[src/rtl/tube_arb_pkg.sv]
// tube_arb_pkg: shared state encoding, tube addresses and default starvation limit for tube_write_arbiter
package tube_arb_pkg;
  typedef enum logic {ST_IDLE = 1'b0, ST_ISSUE = 1'b1} state_e;
  localparam logic [2:0] TUBE_ADDR_MAIN = 3'd0;
  localparam logic [2:0] TUBE_ADDR_TUBE2 = 3'd4;
  localparam int STARVE_LIMIT_DEF = 4;
endpackage

[src/rtl/tube_arb_starve.sv]
// tube_arb_starve: saturating count of requester-0 grants made while requester 1 waits
module tube_arb_starve
  import tube_arb_pkg::*;
#(
  parameter int LIMIT = STARVE_LIMIT_DEF
) (
  input  logic CLK,
  input  logic RST,
  input  logic grant0,
  input  logic grant1,
  input  logic req1,
  output logic limit_hit
);
  logic [3:0] cnt_q, cnt_d;
  assign limit_hit = cnt_q == 4'(LIMIT);
  always_comb cnt_d = (grant1 || !req1) ? 4'd0 : (grant0 && !limit_hit) ? cnt_q + 4'd1 : cnt_q;
  always_ff @(posedge CLK) begin
    if (RST) cnt_q <= 4'd0;
    else cnt_q <= cnt_d;
  end
endmodule

[src/rtl/tube_write_arbiter.sv]
// tube_write_arbiter: two-requester tube write-port arbiter; TUBE_ARB_PROTECT_EN keeps requester 1 off the main tube word
module tube_write_arbiter
  import tube_arb_pkg::*;
#(
  parameter int STARVE_LIMIT = STARVE_LIMIT_DEF
) (
  input  logic        CLK,
  input  logic        RST,
  input  logic        req0,
  input  logic [2:0]  addr0,
  input  logic [31:0] wdata0,
  output logic        ack0,
  input  logic        req1,
  input  logic [2:0]  addr1,
  input  logic [31:0] wdata1,
  output logic        ack1,
  output logic        tube_we,
  output logic [2:0]  tube_addr,
  output logic [31:0] tube_wd
);
  state_e state_q, state_d;
  logic we_q, we_d, ack0_q, ack0_d, ack1_q, ack1_d;
  logic [2:0] addr_q, addr_d;
  logic [31:0] wd_q, wd_d;
  logic limit_hit, grant0, grant1, req1_writable, wr_en;
`ifdef TUBE_ARB_PROTECT_EN
  assign req1_writable = addr1 >= TUBE_ADDR_TUBE2;
`else
  assign req1_writable = 1'b1;
`endif
  tube_arb_starve #(.LIMIT(STARVE_LIMIT)) u_starve (
    .CLK(CLK),
    .RST(RST),
    .grant0(grant0),
    .grant1(grant1),
    .req1(req1),
    .limit_hit(limit_hit)
  );
  always_comb begin
    grant1 = state_q == ST_IDLE && req1 && (!req0 || limit_hit);
    grant0 = state_q == ST_IDLE && req0 && !grant1;
    wr_en = grant0 || (grant1 && req1_writable);
    state_d = (grant0 || grant1) ? ST_ISSUE : ST_IDLE;
    we_d = wr_en;
    ack0_d = grant0;
    ack1_d = grant1;
    addr_d = !wr_en ? addr_q : grant1 ? addr1 : addr0;
    wd_d = !wr_en ? wd_q : grant1 ? wdata1 : wdata0;
  end
  always_ff @(posedge CLK) begin
    if (RST) begin
      state_q <= ST_IDLE;
      we_q <= 1'b0;
      ack0_q <= 1'b0;
      ack1_q <= 1'b0;
      addr_q <= 3'd0;
      wd_q <= 32'd0;
    end else begin
      state_q <= state_d;
      we_q <= we_d;
      ack0_q <= ack0_d;
      ack1_q <= ack1_d;
      addr_q <= addr_d;
      wd_q <= wd_d;
    end
  end
  assign tube_we = we_q;
  assign ack0 = ack0_q;
  assign ack1 = ack1_q;
  assign tube_addr = addr_q;
  assign tube_wd = wd_q;
endmodule

[config.mk]
export PLATFORM = sky130hd
export DESIGN_NAME = tube_write_arbiter
export DESIGN_NICKNAME = d
export VERILOG_FILES = /design/src/rtl/tube_arb_pkg.sv /design/src/rtl/tube_arb_starve.sv /design/src/rtl/tube_write_arbiter.sv
export SDC_FILE = /design/constraint.sdc
export NUM_CORES = 1
export LEC_CHECK = 0
export CORE_MARGIN = 4
export CORE_UTILIZATION = 39
export DETAILED_ROUTE_END_ITERATION = 16
export PLACE_DENSITY = 0.8
export SYNTH_ARGS = -nofsm -noshare
export SYNTH_HDL_FRONTEND = slang
export SYNTH_HIERARCHICAL = 1
export SYNTH_SLANG_ARGS = --single-unit
[constraint.sdc]
create_clock -name CLK -period 3.8 [get_ports CLK]
set_input_delay 0.76 -clock CLK [delete_from_list [all_inputs] [get_ports CLK]]
set_output_delay 0.76 -clock CLK [all_outputs]
set_load 0.02 [all_outputs]
==> flow_metrics.py, run 1 <==
metrics = {
    "yosys": {
        "ys_ff_latch": 42,
        "ys_seq_area_share_pct": 46.7,
        "syn-num-nets": 231,
        "syn-cell-area_mm2": 0.00180,
        "synthDistinctLibCells": 23,
        "avgSynthCellArea_um2": 11.6,
        "yosys_warnings": 6,
        "syn_inst": 155,
    },
    "detailed_routing": {
        "firstDrtPassIters": 4,
        "wire_per_inst_um": 14.7,
        "met3_length_um": 394,
        "drt-met1-wl_um": 2000,
        "antenna_left": 0,
        "wl_um": 4700,
        "vias_per_cell": 5.03,
        "top_layer_used": "met4",
        "dr_wl_met2_um": 2210,
        "remaining_drc_errors": 0,
        "drt_iter0_drc": 42,
        "vias": 1604,
    },
    "power": {
        "finalPower_uw": 1050,
        "power_density_mw_per_mm2": 351,
        "leakage_uw": 0.00129,
        "peakVddDrop_mv": 0.180,
    },
    "cts": {
        "clk_pin_slew_ns": 0.08,
        "cts.hold.buffers_added": 0,
        "ctsHtreeMaxLevel": 2,
        "post_cts_buffers": 0,
        "clock-sinks": 42,
        "insertion_delay_ns": 0.28,
        "cts.repair.resized": 0,
        "cts_tree": "done",
        "ctsLongestPathBuffers": 2,
        "cts_root_buffer": "clkbuf_8",
        "cts_buffers": 5,
    },
    "timing": {
        "rsz0062_at_grt": "no",
        "fin_crit_ns": 2.35,
        "max_freq_mhz": 426,
        "fin_skew_ns": 0.00521,
        "fin_crit_sh_pct": 61.8,
        "finalHoldViolCount": 0,
        "setup_violations": 0,
        "slew_violations": 0,
        "fin_setup_tns_ns": 0,
        "tightest_slew_ns": 0.467,
        "slew_headroom_pct": 68.9,
    },
    "min_path": {
        "hp-class": "reg2reg",
        "worstHoldStart": "tube_wd[16]",
        "holdPathStages": 1,
        "whs_endpoint": "tube_wd[16]",
    },
    "layout": {
        "insertedDiodeCount": 0,
        "area_growth_pct": 66.6,
        "layout_commonest_cell": "clkdlybuf4s50_1",
        "n_fill_cell": 363,
        "multi_input_area_um2": 842,
        "final_nets": 342,
        "final_cell_mix": "clkdlybuf4s50_1 (111), dfxtp_1 (42), mux2i_1 (37)",
        "drive_gt1_share_pct": 5.99,
        "regArea_um2": 841,
    },
    "grt": {
        "grt_pass1_vias": 1560,
        "antenna_found_initial": 0,
        "grt_overflow": 0,
        "grt_pass1_wl_um": 7730,
        "grt_use_total_pct": 16.1,
        "grt_max_degree": 27,
    },
    "die": {
        "std_cell_rows": 24,
        "die_area_mm2": 0.00577,
        "die_h_um": 75.9,
        "io_pins": 112,
        "initial_utilization_pct": 40.8,
        "die_x_um": 75.9,
        "coreArea_mm2": 0.00441,
    },
    "worst_setup_path": {
        "r2r_start": "u_starve/cnt_q[0]",
        "worstPathArrival_ns": 2.57,
        "ff2ff_path_depth": 11,
        "path_class": "in2reg",
        "required_ns": 4.02,
        "cp-start-kind": "input port",
        "rrSetupSlack_ns": 1.53,
        "cp_max_fo": 19,
        "rr_endpoint": "u_starve/cnt_q[3]",
        "setup.worst_path.end_class": "register",
    },
    "place": {
        "port-buffer-count": 111,
        "hpwl_um": 3670,
        "routabilityCongestion": 0.731,
    },
    "run": {
        "cap_violations": 0,
    },
    "outcome": {
        "status": "completed",
    },
}
critical path, cell delays in order:
cell and delay [ns]:
clkdlybuf4s50_1 0.49, nand2b_1 0.06, nand3b_1 0.10, buf_4 0.31, and3b_1 0.26, nand4_1 0.12, or3_1 0.34, a21boi_2 0.13
layout make-up:
class	count	share of cell area (%)
inverters	5	0.626
clock inverters	1	0.167
repair buffers	115	38.0
well taps	52	2.17
multi-input cells	97	28.1
clock buffers	7	2.88
flip-flops and latches	42	28.0
synth_stat cells (all sizes together):
master	n	area share [%]
nor2	4	0.97
inv	5	1.0
o21ai	1	0.28
or3	2	0.69
nand2b	1	0.35
mux2i	37	21
nor3b	1	0.69
a21boi	1	0.63
ha	2	1.4
buf	11	5.5
nand3b	2	1.0
o2bb2ai	35	17
nand2	6	1.3
and3b	1	0.49
dfxtp	42	47
nor2b	1	0.35
and2	1	0.35
nand4	1	0.35
a31oi	1	0.35
flip-flops by register name, summed over array words and instances (netlist names):
| signal | count |
|---|---|
| tube_addr | 3 |
| state_q | 1 |
| u_starve/cnt_q | 4 |
| ack0 | 1 |
| tube_wd | 32 |
| ack1 | 1 |
report_power, final:
part / switching, uW / total, uW / leakage (uW) / internal [uW]
Combinational: 116 / 274 / 0.000892 / 159
Clock: 140 / 286 / 0.0000482 / 147
Sequential: 17.5 / 492 / 0.000346 / 475
Total: 273 / 1050 / 0.00129 / 780
through the flow:
stage | hold slack (ns) | instances | setup slack, ns | util, % | area (um2)
finish | 0.464 | 319 | 1.45 | 67.9 | 3000
CTS | 0.469 | 319 | 1.47 | 67.9 | 3000
detailed placement | 0.447 | 311 | 1.17 | 65.9 | 2910
floorplan | 0.444 | 155 | 1.87 | - | 1800
global placement | 0.443 | 311 | 1.21 | 65.9 | 2910
global route | 0.480 | 319 | 1.32 | 67.9 | 3000
kinds of logic (layout without fill, tap and decap cells):
family	Yosys count	count (layout)	share of synthesized area, %
AOI/OAI and AO/OA	38	38	18.3
adders and majority gates	2	2	1.39
buffers and inverters	16	128	6.53
DFF	42	42	46.7
muxes	37	37	20.6
and+or+nand+nor	20	20	6.53
metal layers:
metal | global-route usage [%] | vias to the layer above
li1 | - | 800
met4 | 5.87 | 0
met2 | 26.3 | 66
met3 | 5.57 | 8
met1 | 19.4 | 730
met5 | 0 | -
worst max path at each step:
stage               cells after the start               from  slack (ns)           endpoint
floorplan                              11  u_starve/cnt_q[0]        1.87  u_starve/cnt_q[3]
global placement                        8               req0        1.21  u_starve/cnt_q[3]
detailed placement                      8               req0        1.17  u_starve/cnt_q[3]
CTS                                     8               req0        1.47  u_starve/cnt_q[3]
global route                           11  u_starve/cnt_q[0]        1.32  u_starve/cnt_q[3]
finish                                  8               req0        1.45  u_starve/cnt_q[3]
Power figures use the tool's default switching activity.
==> inputs of run 2 (changes only) <==
--- a/config.mk
+++ b/config.mk
@@ -6,9 +6,9 @@
 export NUM_CORES = 1
 export LEC_CHECK = 0
 export CORE_MARGIN = 4
-export CORE_UTILIZATION = 39
+export CORE_UTILIZATION = 37
 export DETAILED_ROUTE_END_ITERATION = 16
-export PLACE_DENSITY = 0.8
+export PLACE_DENSITY = 0.77
 export SYNTH_ARGS = -nofsm -noshare
 export SYNTH_HDL_FRONTEND = slang
 export SYNTH_HIERARCHICAL = 1
==> constraint.sdc (replaced) <==
create_clock -name CLK -period 2.35 [get_ports CLK]
set_input_delay 0.47 -clock CLK [delete_from_list [all_inputs] [get_ports CLK]]
set_output_delay 0.47 -clock CLK [all_outputs]
set_load 0.02 [all_outputs]
==> flow_metrics.py, run 2 (synthesis results as in run 1) <==
metrics = {
    "grt": {
        "met3_usage_pct": 8.00,
        "grt_max_degree": 21,
        "grt_util_met2_pct": 26.5,
        "grt_pass1_vias": 1632,
        "grt_busiest_layer": "met2",
        "grt_use_total_pct": 15.9,
        "grt_overflow": 0,
        "antenna_found_initial": 0,
        "grt_pass1_wl_um": 7640,
        "grt_util_met1_pct": 18.4,
    },
    "power": {
        "peakVddDrop_mv": 0.333,
        "power_density_mw_per_mm2": 551,
        "finalPower_uw": 1670,
        "leakage_uw": 0.00130,
    },
    "detailed_routing": {
        "antenna_left": 0,
        "firstDrtPassIters": 4,
        "drt_iter0_drc": 32,
        "wl_um": 4690,
        "vias": 1589,
        "vias_per_cell": 4.73,
        "remaining_drc_errors": 0,
        "wire_per_inst_um": 14.0,
    },
    "layout": {
        "area_growth_pct": 68.7,
        "postLayoutCoreUtil_pct": 64.3,
        "final_cell_mix": "clkdlybuf4s50_1 (111), dfxtp_1 (42), mux2i_1 (37)",
        "drive_gt1_share_pct": 6.32,
        "largest_register_ff_count": 32,
        "insertedDiodeCount": 0,
        "final_nets": 345,
        "layout_commonest_cell": "clkdlybuf4s50_1",
    },
    "timing": {
        "fin_crit_sh_pct": 86.5,
        "fin_skew_ns": 0.00446,
        "slew_violations": 0,
        "rsz0062_at_grt": "no",
        "finalHoldViolCount": 0,
        "fin_setup_tns_ns": 0,
        "max_freq_mhz": 492,
        "tightest_slew_ns": 0.333,
        "hold_slack_ns": 0.463,
        "layout_setup_ws_ns": 0.317,
        "fin_crit_ns": 2.03,
        "slew_headroom_pct": 77.7,
        "setup_violations": 0,
    },
    "worst_setup_path": {
        "rr_endpoint": "u_starve/cnt_q[2]",
        "setup.worst_path.end_class": "register",
        "ff2ff_path_depth": 11,
        "setup.worst_path.start": "u_starve/cnt_q[0]",
        "worstPathArrival_ns": 2.25,
        "r2r_start": "u_starve/cnt_q[0]",
        "worstSetupEndpoint": "u_starve/cnt_q[2]",
        "required_ns": 2.56,
        "path_class": "reg2reg",
        "cp-start-kind": "register",
        "cp_max_fo": 18,
        "rrSetupSlack_ns": 0.32,
    },
    "die": {
        "die_x_um": 77.8,
        "coreArea_mm2": 0.00472,
        "std_cell_rows": 25,
        "io_pins": 112,
        "die_h_um": 77.8,
        "initial_utilization_pct": 38.1,
        "die_area_mm2": 0.00605,
    },
    "cts": {
        "insertion_delay_ns": 0.28,
        "cts_buffers": 5,
        "ctsLongestPathBuffers": 2,
        "cts_tree": "done",
        "post_cts_buffers": 0,
        "cts.repair.resized": 0,
        "cts.hold.buffers_added": 0,
        "clk_pin_slew_ns": 0.07,
        "cts_root_buffer": "clkbuf_8",
        "ctsHtreeMaxLevel": 2,
        "clock-sinks": 42,
    },
    "place": {
        "port-buffer-count": 111,
        "dpl_worst_slack_ns": 0.186,
        "hpwl_um": 3600,
        "routabilityCongestion": 0.763,
    },
    "run": {
        "cap_violations": 0,
    },
    "min_path": {
        "holdPathStages": 1,
        "hp-class": "reg2reg",
    },
    "outcome": {
        "status": "completed",
    },
}
[run 2: through the flow]
step / instance area [um2] / cells
3_5_place_dp: 2960 / 329
2_1_floorplan: 1800 / 155
4_1_cts: 3040 / 336
6_report: 3040 / 336
3_3_place_gp: 2960 / 329
5_1_grt: 3040 / 336
[run 2: worst min-delay path by stage]
stage / startpoint / endpoint / slack, ns
4_1_cts: tube_wd[20] / tube_wd[20] / 0.47
2_1_floorplan: u_starve/cnt_q[3] / u_starve/cnt_q[3] / 0.44
3_3_place_gp: tube_wd[22] / tube_wd[22] / 0.44
3_5_place_dp: tube_wd[0] / tube_wd[0] / 0.45
6_report: tube_wd[28] / tube_wd[28] / 0.46
5_1_grt: tube_wd[31] / tube_wd[31] / 0.48
[run 2: cell type report]
| type | count | area (um2) |
|---|---|---|
| Fill cell | 405 | 1690 |
| Timing Repair Buffer | 118 | 1180 |
| Multi-Input combinational cell | 97 | 842 |
| Sequential cell | 42 | 841 |
| Tap cell | 67 | 83.8 |
| Clock buffer | 7 | 76.3 |
| Inverter | 5 | 18.8 |
[run 2: report_power, final]
group          internal, uW  switching, uW  leakage, uW  total (uW)
clock network           205            224    0.0000383         429
registers               768           28.2     0.000346         796
logic                   263            187     0.000912         450
[run 2: metal layers]
metal	wire length [um]	up-vias
met2	2270	57
met1	1950	725
li1	-	803
met5	0	-
met4	40	0
met3	431	4
[run 2: worst max-delay path, stage by stage (launching register included)]
cell and delay [ns]:
dfxtp_1 0.38, inv_1 0.08, ha_1 0.21, nand3b_2 0.10, inv_2 0.04, nand2b_1 0.13
nand3b_1 0.14, buf_12 0.19, inv_1 0.06, nor3b_2 0.33, o21ai_0 0.15, a31oi_1 0.15
